--- src/rtl/mem_writer_pkg.sv ---
// ---------------------------------------------------------------------------
// mem_writer_pkg
// Shared types and width helpers for the operand-memory writer.
//   state_t  : writer FSM states (IDLE, LOAD, DONE)
//   cnt_w()  : width of element_count for a given VECTOR_WIDTH
//   acc_w()  : width of the optional dot-product accumulator
// Optional feature macro used by the writer: MEM_WRITER_DOT_EN
// ---------------------------------------------------------------------------
package mem_writer_pkg;

  typedef enum logic [1:0] {
    IDLE = 2'd0,
    LOAD = 2'd1,
    DONE = 2'd2
  } state_t;

  // element_count must be able to hold VECTOR_WIDTH itself (value after a pass)
  function automatic int cnt_w(input int vector_width);
    return $clog2(vector_width + 1);
  endfunction

  // Sum of vector_width unsigned products of two data_width operands
  function automatic int acc_w(input int data_width, input int vector_width);
    return 2 * data_width + $clog2(vector_width);
  endfunction

endpackage

--- src/rtl/mem_writer_mac.sv ---
// ---------------------------------------------------------------------------
// mem_writer_mac
// Unsigned multiply-accumulate with synchronous clear and enable.
// Ports:
//   clk, rst   : clock, asynchronous active-high reset (acc -> 0)
//   i_clear    : zero the accumulator at the next edge (wins over i_en)
//   i_en       : add i_a*i_b at the next edge
//   i_a, i_b   : DATA_WIDTH unsigned operands
//   o_acc      : accumulator, acc_w(DATA_WIDTH, VECTOR_WIDTH) bits
// ---------------------------------------------------------------------------
module mem_writer_mac
  import mem_writer_pkg::*;
#(
  parameter int DATA_WIDTH   = 8,
  parameter int VECTOR_WIDTH = 4
) (
  input  logic                                        clk,
  input  logic                                        rst,
  input  logic                                        i_clear,
  input  logic                                        i_en,
  input  logic [DATA_WIDTH-1:0]                       i_a,
  input  logic [DATA_WIDTH-1:0]                       i_b,
  output logic [acc_w(DATA_WIDTH, VECTOR_WIDTH)-1:0]  o_acc
);

  localparam int ACC_W = acc_w(DATA_WIDTH, VECTOR_WIDTH);

  logic [2*DATA_WIDTH-1:0] w_prod;
  logic [ACC_W-1:0]        r_acc;

  assign w_prod = {{DATA_WIDTH{1'b0}}, i_a} * {{DATA_WIDTH{1'b0}}, i_b};

  always_ff @(posedge clk or posedge rst) begin
    if (rst) begin
      r_acc <= '0;
    end else if (i_clear) begin
      r_acc <= '0;
    end else if (i_en) begin
      r_acc <= r_acc + ACC_W'(w_prod);
    end
  end

  assign o_acc = r_acc;

endmodule

--- src/rtl/mem_writer.sv ---
// ---------------------------------------------------------------------------
// mem_writer
// Loads one operand vector pair into two operand memories (mem1, mem2) at
// consecutive addresses starting at BASE_ADDR, then pulses writing_done so the
// downstream reader can be started.
//
// Handshake: a pair is accepted at a rising edge where in_valid && in_ready;
// in_ready is high exactly while the FSM is in LOAD, decoded from the state
// register. in_valid may drop at any time; the pass waits indefinitely.
//
// Ports:
//   clk, rst                 : clock, asynchronous active-high reset
//   start_writing            : begin a pass (sampled in IDLE only)
//   in_valid / in_ready      : input pair stream handshake
//   in_data1 / in_data2      : elements for mem1 / mem2
//   wr_en_mem1/2             : write strobes (identical)
//   wr_addr_mem1/2           : write addresses (identical)
//   wr_data_mem1/2           : write data
//   writing_done             : 1-cycle pulse coincident with the final write
//   busy                     : high in LOAD and DONE
//   start_err                : 1-cycle pulse, start_writing seen while busy
//   element_count            : pairs accepted in the current / last pass
//   dbg_state                : current FSM state
//   dot_result               : running sum of in_data1*in_data2 (only with
//                              MEM_WRITER_DOT_EN defined)
// ---------------------------------------------------------------------------
module mem_writer
  import mem_writer_pkg::*;
#(
  parameter int DATA_WIDTH   = 8,
  parameter int VECTOR_WIDTH = 4,
  parameter int DEPTH        = 32,
  parameter int ADDR_WIDTH   = 5,
  parameter int BASE_ADDR    = 0
) (
  input  logic                              clk,
  input  logic                              rst,
  input  logic                              start_writing,
  input  logic                              in_valid,
  output logic                              in_ready,
  input  logic [DATA_WIDTH-1:0]             in_data1,
  input  logic [DATA_WIDTH-1:0]             in_data2,
  output logic                              wr_en_mem1,
  output logic                              wr_en_mem2,
  output logic [ADDR_WIDTH-1:0]             wr_addr_mem1,
  output logic [ADDR_WIDTH-1:0]             wr_addr_mem2,
  output logic [DATA_WIDTH-1:0]             wr_data_mem1,
  output logic [DATA_WIDTH-1:0]             wr_data_mem2,
  output logic                              writing_done,
  output logic                              busy,
  output logic                              start_err,
  output logic [cnt_w(VECTOR_WIDTH)-1:0]    element_count,
  output state_t                            dbg_state
`ifdef MEM_WRITER_DOT_EN
  ,
  output logic [acc_w(DATA_WIDTH, VECTOR_WIDTH)-1:0] dot_result
`endif
);

  localparam int CNT_W = cnt_w(VECTOR_WIDTH);

  // The vector must fit in memory without the address wrapping.
  if (BASE_ADDR + VECTOR_WIDTH > DEPTH) begin : g_param_check
    $fatal(1, "mem_writer: BASE_ADDR + VECTOR_WIDTH exceeds DEPTH");
  end

  state_t                r_state;
  logic                  r_wr_en;
  logic [ADDR_WIDTH-1:0] r_wr_addr;
  logic [DATA_WIDTH-1:0] r_wr_data1;
  logic [DATA_WIDTH-1:0] r_wr_data2;
  logic                  r_done;
  logic                  r_start_err;
  logic [CNT_W-1:0]      r_count;

  logic                  w_accept;
  logic                  w_busy;
  logic                  w_start;
  logic                  w_last;
  logic [ADDR_WIDTH-1:0] w_next_addr;

  assign in_ready    = (r_state == LOAD);
  assign w_busy      = (r_state == LOAD) || (r_state == DONE);
  assign w_accept    = in_valid && in_ready;
  assign w_start     = (r_state == IDLE) && start_writing;
  assign w_last      = (r_count == CNT_W'(VECTOR_WIDTH - 1));
  assign w_next_addr = ADDR_WIDTH'(BASE_ADDR) + ADDR_WIDTH'(r_count);

  always_ff @(posedge clk or posedge rst) begin
    if (rst) begin
      r_state     <= IDLE;
      r_wr_en     <= 1'b0;
      r_wr_addr   <= '0;
      r_wr_data1  <= '0;
      r_wr_data2  <= '0;
      r_done      <= 1'b0;
      r_start_err <= 1'b0;
      r_count     <= '0;
    end else begin
      // Strobes default low; address/data hold while no write is issued.
      r_wr_en     <= 1'b0;
      r_done      <= 1'b0;
      r_start_err <= start_writing && w_busy;
      case (r_state)
        IDLE: begin
          if (start_writing) begin
            r_state <= LOAD;
            r_count <= '0;
          end
        end
        LOAD: begin
          if (in_valid) begin
            r_wr_en    <= 1'b1;
            r_wr_addr  <= w_next_addr;
            r_wr_data1 <= in_data1;
            r_wr_data2 <= in_data2;
            r_count    <= r_count + 1'b1;
            if (w_last) begin
              // writing_done rides along with the final strobe in DONE.
              r_state <= DONE;
              r_done  <= 1'b1;
            end
          end
        end
        DONE: begin
          r_state <= IDLE;
        end
        default: begin
          r_state <= IDLE;
        end
      endcase
    end
  end

  assign wr_en_mem1    = r_wr_en;
  assign wr_en_mem2    = r_wr_en;
  assign wr_addr_mem1  = r_wr_addr;
  assign wr_addr_mem2  = r_wr_addr;
  assign wr_data_mem1  = r_wr_data1;
  assign wr_data_mem2  = r_wr_data2;
  assign writing_done  = r_done;
  assign busy          = w_busy;
  assign start_err     = r_start_err;
  assign element_count = r_count;
  assign dbg_state     = r_state;

`ifdef MEM_WRITER_DOT_EN
  mem_writer_mac #(
    .DATA_WIDTH  (DATA_WIDTH),
    .VECTOR_WIDTH(VECTOR_WIDTH)
  ) u_mac (
    .clk    (clk),
    .rst    (rst),
    .i_clear(w_start),
    .i_en   (w_accept),
    .i_a    (in_data1),
    .i_b    (in_data2),
    .o_acc  (dot_result)
  );
`else
  logic w_unused;
  assign w_unused = w_start;
`endif

endmodule

--- config.mk ---
export PLATFORM = sky130hd
export DESIGN_NAME = mem_writer
export DESIGN_NICKNAME = d
export VERILOG_FILES = /design/src/rtl/mem_writer_pkg.sv /design/src/rtl/mem_writer_mac.sv /design/src/rtl/mem_writer.sv
export SDC_FILE = /design/constraint.sdc
export NUM_CORES = 1
export LEC_CHECK = 0
export ABC_AREA = 0
export CAP_MARGIN = 40
export CORE_MARGIN = 3
export CORE_UTILIZATION = 44
export CTS_CLUSTER_SIZE = 28
export DETAILED_ROUTE_END_ITERATION = 8
export PLACE_DENSITY = 0.84
export SETUP_SLACK_MARGIN = 0.2
export SYNTH_ARGS = -nofsm -noshare
export SYNTH_HDL_FRONTEND = slang
export SYNTH_SLANG_ARGS = --single-unit
export TNS_END_PERCENT = 20
--- constraint.sdc ---
create_clock -name clk -period 2.7 [get_ports clk]
set_clock_uncertainty 0.1 [all_clocks]
set_input_delay 0.27 -clock clk [delete_from_list [all_inputs] [get_ports clk]]
set_output_delay 0.27 -clock clk [all_outputs]
set_load 0.02 [all_outputs]
==> results.toml, run 1 <==
[outcome]
status = "completed"

[critical_path]
cp_max_fo = 5
critPathKind = "register to output pin"
arrival_ns = 1.80
endpoint_kind = "output pin"
critPathRequiredTime_ns = 2.33
cp-start-kind = "register"

[clock_network]
cts_made_buffers = 3
root_buffer = "clkbuf_4"
clkLatencyLatePin_ns = 0.31
hold_buffers = 0
clk_pin_slew_worst_paths_ns = 0.15
cts.sink_count = 27
cts_resized = 0
cts_max_path_buffers = 2
cts_max_level = 1
cts_setup_buffers = 0
cts_tree = "built"

[global_route]
antenna_found_initial = 0
grt.total_usage_pct = 14.96
grt_first_pass_wirelength_mm = 4.015
grt_max_degree = 22
overflow = 0
grt_pass1_vias = 829

[logic_synthesis]
yosysTopAreaCell = "dfrtp_1"
synthSimpleGateAreaFrac_pct = 3.033
synth_mux_area_share_pct = 23.58
synth_top_family_by_area = "multiplexers"
synth.most_common_cell = "dfrtp_1"
yosysSeqAreaShare_pct = 52.84
synthArstFlopShare_pct = 100.0
ys_ff_latch = 27
synth_flop_cell = "dfrtp_1"
yosys-top-cells-count = "dfrtp_1, mux2_4, buf_4"
synth.distinct_cells = 19
syn-cell-area_um2 = 1279
synth-compound-area-share_pct = 5.577
synth-edff-count = 0
synth_cells = 87
synth.area.top_cells = "dfrtp_1, mux2_4, ha_1"
synthAdderAreaFrac_pct = 5.871
yosys.area.top_type_share_pct = 52.84
avgSynthCellArea_um2 = 14.70
synth_warnings = 0
synth-xor-area-share_pct = 0

[layout]
final_cells = 167
drive_above_1_share_pct = 20.44
seqCellArea_um2 = 675.6
stdcell_area_um2 = 1810
synthToLayoutAreaGrowth_pct = 41.59
fillCellCount = 207
multi_input_area_um2 = 501.7
n_antenna_cell = 0
finalNetCount = 164

[placed_design]
portBuffers = 52
place_hpwl_mm = 1.924
finalWeightedCongestion = 0.7052
dp_worst_setup_slack_ns = 0.8140
placedCellCount = 163
place_area_um2 = 1780

[pwr]
powerDensity_nw_per_um2 = 1162
max-vdd-ir-drop_v = 0.0008799
p_leak_nw = 0.8517

[detailed_routing]
wl_per_cell_um = 14.37
drtIter0Drc = 15
vias_per_cell = 4.868
vias = 813
ant_nets = 0
detail_route.wirelength_mm = 2.400
drc_errors = 0
first_pass_iters = 3

[floorplanning]
io-pin-count = 57
rows = 18
die_w_um = 59.91
dieArea_um2 = 3589
die_height_um = 59.91
coreArea_um2 = 2613
start_util_pct = 48.95

[timing]
tightest_slew_ns = 0.6337
max_slew_margin_pct = 57.60
min_period_over_period_pct = 80.42
final_max_slew_viol_count = 0
min_period_ns = 2.171
fmax_mhz = 460.6
setup_violations = 0
whs_ns = 0.1648
layout_setup_ws_ns = 0.5288
hold_viol = 0
setup_tns_ns = 0
rsz0062_at_grt = "false"

[job]
drv_cap = 0

[min_path]
hold_path.class = "input port to async pin"
-- worst max-delay path, stage by stage, from the launching register on --
cell,delay (ns)
dfrtp_1,0.40
inv_1,0.13
ha_1,0.31
clkdlybuf4s50_1,0.65
-- final timing paths --
kind                            startpoint                to  slack [ns]  depth (start not counted)
max                           dbg_state[1]          in_ready        0.53                          3
min                                    rst  element_count[2]        0.16                          2
max reg2reg                   dbg_state[1]   wr_data_mem2[3]        0.86                          4
min reg2reg                wr_data_mem2[4]   wr_data_mem2[4]        0.43                          1
max in group asynchronous              rst      dbg_state[0]        1.85                          3
min in group clk           wr_data_mem2[4]   wr_data_mem2[4]        0.43                          1
-- flip-flops by register name, indices dropped and copies added (netlist names) --
| signal | flops |
|---|---|
| dbg_state | 2 |
| wr_data_mem2 | 8 |
| wr_addr_mem1 | 3 |
| element_count | 3 |
| start_err | 1 |
| writing_done | 1 |
| wr_data_mem1 | 8 |
| wr_en_mem1 | 1 |
-- power breakdown --
| group | leakage [nW] | internal (mW) | switching, mW | total [mW] |
|---|---|---|---|---|
| Clock | 0.0139 | 0.0564 | 0.115 | 0.172 |
| Combinational | 0.502 | 0.695 | 0.557 | 1.25 |
| Sequential | 0.335 | 0.575 | 0.104 | 0.680 |
| Total | 0.852 | 1.33 | 0.776 | 2.10 |
-- area by class of cell --
cell class | count | area share, %
multi-input combinational | 45 | 27.71
tap | 30 | 2.073
clock inverter | 1 | 0.4147
clock buffer | 3 | 1.244
timing repair buffer | 53 | 29.58
inverter | 8 | 1.659
sequential | 27 | 37.32
-- cells by family after synthesis --
group                    after synthesis
flip-flops                            27
multiplexers                          21
buffers and inverters                 18
AO/OA/AOI/OAI                          8
adder cells (fa/ha/maj)                6
AND/OR/NAND/NOR                        6
other                                  1
-- layout by cell type (no fill, tap or decap) --
master           synthesis  routed
mux2_4                  18      18
conb_1                   1       4
inv_1                    7       7
o41ai_1                  2       2
clkdlybuf4s50_1          0      52
nand2_2                  1       1
nor3_1                   1       1
ha_1                     6       6
nor2b_4                  1       1
inv_2                    1       1
and2_1                   1       1
clkbuf_4                 0       3
clkinvlp_4               0       1
dfrtp_1                 27      27
o31ai_1                  1       1
buf_8                    0       1
o21ai_0                  4       4
mux2i_1                  2       2
mux2_2                   1       1
a221oi_4                 1       1
nand2_1                  2       2
-- routing by layer --
metal  vias to the layer above  routed length (um)  GRT usage (%)
li1                        386                   -              -
met1                       399                1020          19.89
met2                        26                1219          24.69
met3                         2                 140          3.240
met4                         0                  19          3.797
met5                         -                   0              0
-- metrics by stage --
step / total power, mW / utilization [%]
floorplan: 1.471 / -
global placement: 1.926 / 67.58
detailed placement: 1.951 / 68.15
CTS: 2.128 / 69.30
global route: 2.244 / 69.30
finish: 2.103 / 69.30
No activity file was read; power rests on OpenSTA's default activity.
==> inputs of run 2 (changes only) <==
--- a/config.mk
+++ b/config.mk
@@ -8,10 +8,10 @@
 export ABC_AREA = 0
 export CAP_MARGIN = 40
 export CORE_MARGIN = 3
-export CORE_UTILIZATION = 44
+export CORE_UTILIZATION = 41
 export CTS_CLUSTER_SIZE = 28
 export DETAILED_ROUTE_END_ITERATION = 8
-export PLACE_DENSITY = 0.84
+export PLACE_DENSITY = 0.79
 export SETUP_SLACK_MARGIN = 0.2
 export SYNTH_ARGS = -nofsm -noshare
 export SYNTH_HDL_FRONTEND = slang
==> constraint.sdc (replaced) <==
create_clock -name clk -period 2 [get_ports clk]
set_clock_uncertainty 0.1 [all_clocks]
set_input_delay 0.2 -clock clk [delete_from_list [all_inputs] [get_ports clk]]
set_output_delay 0.2 -clock clk [all_outputs]
set_load 0.02 [all_outputs]
==> run 2 against run 1 <==
Final cell count rose by 1.8%. Critical path depth did not move. Via count fell by 2.2%. Sequential power rose by 34%. Die area rose by 6.6%. Count of clock-buffer cells in the layout did not move. Sequential share of layout area fell by 0.38 points. Critical path type unchanged. Register-to-register slack got worse by 0.55 ns. Global-route usage fell by 1.3 points. Clock power rose by 38%. Largest cell class unchanged. Largest power group unchanged. First-iteration DRC count rose by 27%. Combinational power rose by 38%.
==> results.toml, run 2 (synthesized netlist as in run 1, its figures left out) <==
[detailed_routing]
ant_nets = 0
first_pass_iters = 2
vias = 795
drtIter0Drc = 19
wl_per_cell_um = 14.89
drc_errors = 0
vias_per_cell = 4.676
detail_route.wirelength_mm = 2.532

[floorplanning]
io-pin-count = 57
rows = 19
die_w_um = 61.85
start_util_pct = 44.82
coreArea_um2 = 2853
dieArea_um2 = 3825
die_height_um = 61.85

[layout]
multi_input_area_um2 = 504.2
final_common_cell = "clkdlybuf4s50_1"
n_antenna_cell = 0
synthToLayoutAreaGrowth_pct = 43.05
final_cell_mix = "clkdlybuf4s50_1, dfrtp_1, mux2_4, inv_1, ha_1"
finalNetCount = 166
drive_above_1_share_pct = 23.02
fillCellCount = 226
seqCellArea_um2 = 675.6

[global_route]
grt_pass1_vias = 788
antenna_found_initial = 0
grt_first_pass_wirelength_mm = 3.795
grt_max_degree = 28
grt.total_usage_pct = 13.63
overflow = 0

[clock_network]
cts_made_buffers = 3
root_buffer = "clkbuf_4"
cts_max_level = 1
hold_buffers = 0
cts_max_path_buffers = 2
cts.sink_count = 27
clkLatencyLatePin_ns = 0.32
cts_tree = "built"
clk_pin_slew_worst_paths_ns = 0.16

[timing]
rsz0062_at_grt = "true"
min_period_over_period_pct = 86.73
hold_viol = 0
setup_tns_ns = 0
whs_ns = 0.1148
min_period_ns = 1.735
final_max_slew_viol_count = 0
fmax_mhz = 576.5
setup_violations = 0

[placed_design]
finalWeightedCongestion = 0.7328
portBuffers = 52
place_hpwl_mm = 1.961

[critical_path]
cp_max_fo = 5
cp_top_family = "flip-flops"
cp-start-kind = "register"
cp_num_buf_inv = 2
cpMaxStageDelayCell = "dfrtp_1"
crit_chain = "inv_1 -> ha_1 -> clkdlybuf4s15_1"
arrival_ns = 1.43
critPathRequiredTime_ns = 1.70
slowest_delay_ns = 0.44
critPathKind = "register to output pin"
endpoint_kind = "output pin"

[min_path]
hold_path.class = "input port to async pin"

[pwr]
p_leak_nw = 0.8643
max-vdd-ir-drop_v = 0.0007879
powerDensity_nw_per_um2 = 1569

[job]
drv_cap = 0

[outcome]
status = "completed"
run 2: changes by cell type in the layout (fill, tap and decap cells not counted):
cell             delta
ha_1                -1
buf_4               +2
buf_8               -1
clkdlybuf4s50_1     -2
buf_12              +1
clkdlybuf4s15_1     +1
ha_2                +1
clkbuf_2            +1
run 2: path summary, 6_finish.rpt:
path / slack, ns / endpoint / start / depth (start not counted)
setup / recovery: 0.27 / busy / dbg_state[0] / 3
hold / removal: 0.11 / wr_data_mem1[4] / rst / 3
setup reg to reg: 0.31 / dbg_state[0] / dbg_state[0] / 4
hold reg to reg: 0.43 / wr_data_mem2[1] / wr_data_mem2[1] / 1
max in group asynchronous: 1.42 / wr_data_mem2[5] / rst / 3
min in group clk: 0.38 / wr_data_mem1[4] / in_data1[4] / 2
run 2: power breakdown:
part | total [mW] | internal, mW | switching [mW]
Sequential | 0.914 | 0.777 | 0.138
Combinational | 1.72 | 0.947 | 0.772
Clock | 0.238 | 0.0763 | 0.161
Total | 2.87 | 1.80 | 1.07
run 2: through the flow:
stage               util (%)  std cells  cell area (um^2)  power, mW  setup WS [ns]
floorplan                  -         90              1290      1.986         0.2186
global placement       62.89        165              1794      2.625         0.2878
detailed placement     62.89        165              1794      2.664         0.2419
CTS                    63.86        169              1822      2.887         0.1495
global route           64.12        170              1829      3.051         0.1690
finish                 64.12        170              1829      2.870         0.2654
run 2: worst reg2reg max path: stages, from the launching register on:
cell and delay [ns]:
dfrtp_1 0.45, buf_4 0.15, ha_1 0.25, a221oi_4 0.32, mux2_4 0.32
run 2: what timing repair did:
item | CTS | global route
endpoints found under the setup margin | 2 | 2
buffers inserted | 0 | 1
endpoints found under the hold margin | 0 | 0
resized for setup | 2 | 4
run 2: cell type report:
class | count | share of cell area [%]
flip-flops and latches | 27 | 36.94
multi-input cells | 45 | 27.57
clock buffers | 3 | 1.231
well taps | 31 | 2.120
clock inverters | 1 | 0.4104
repair buffers | 55 | 30.10
inverters | 8 | 1.642
run 2: routing by layer:
layer	wire length, um	GRT usage (%)
met2	1262	22.72
met3	162	2.686
met5	0	0
met1	1071	17.36
met4	36	5.455
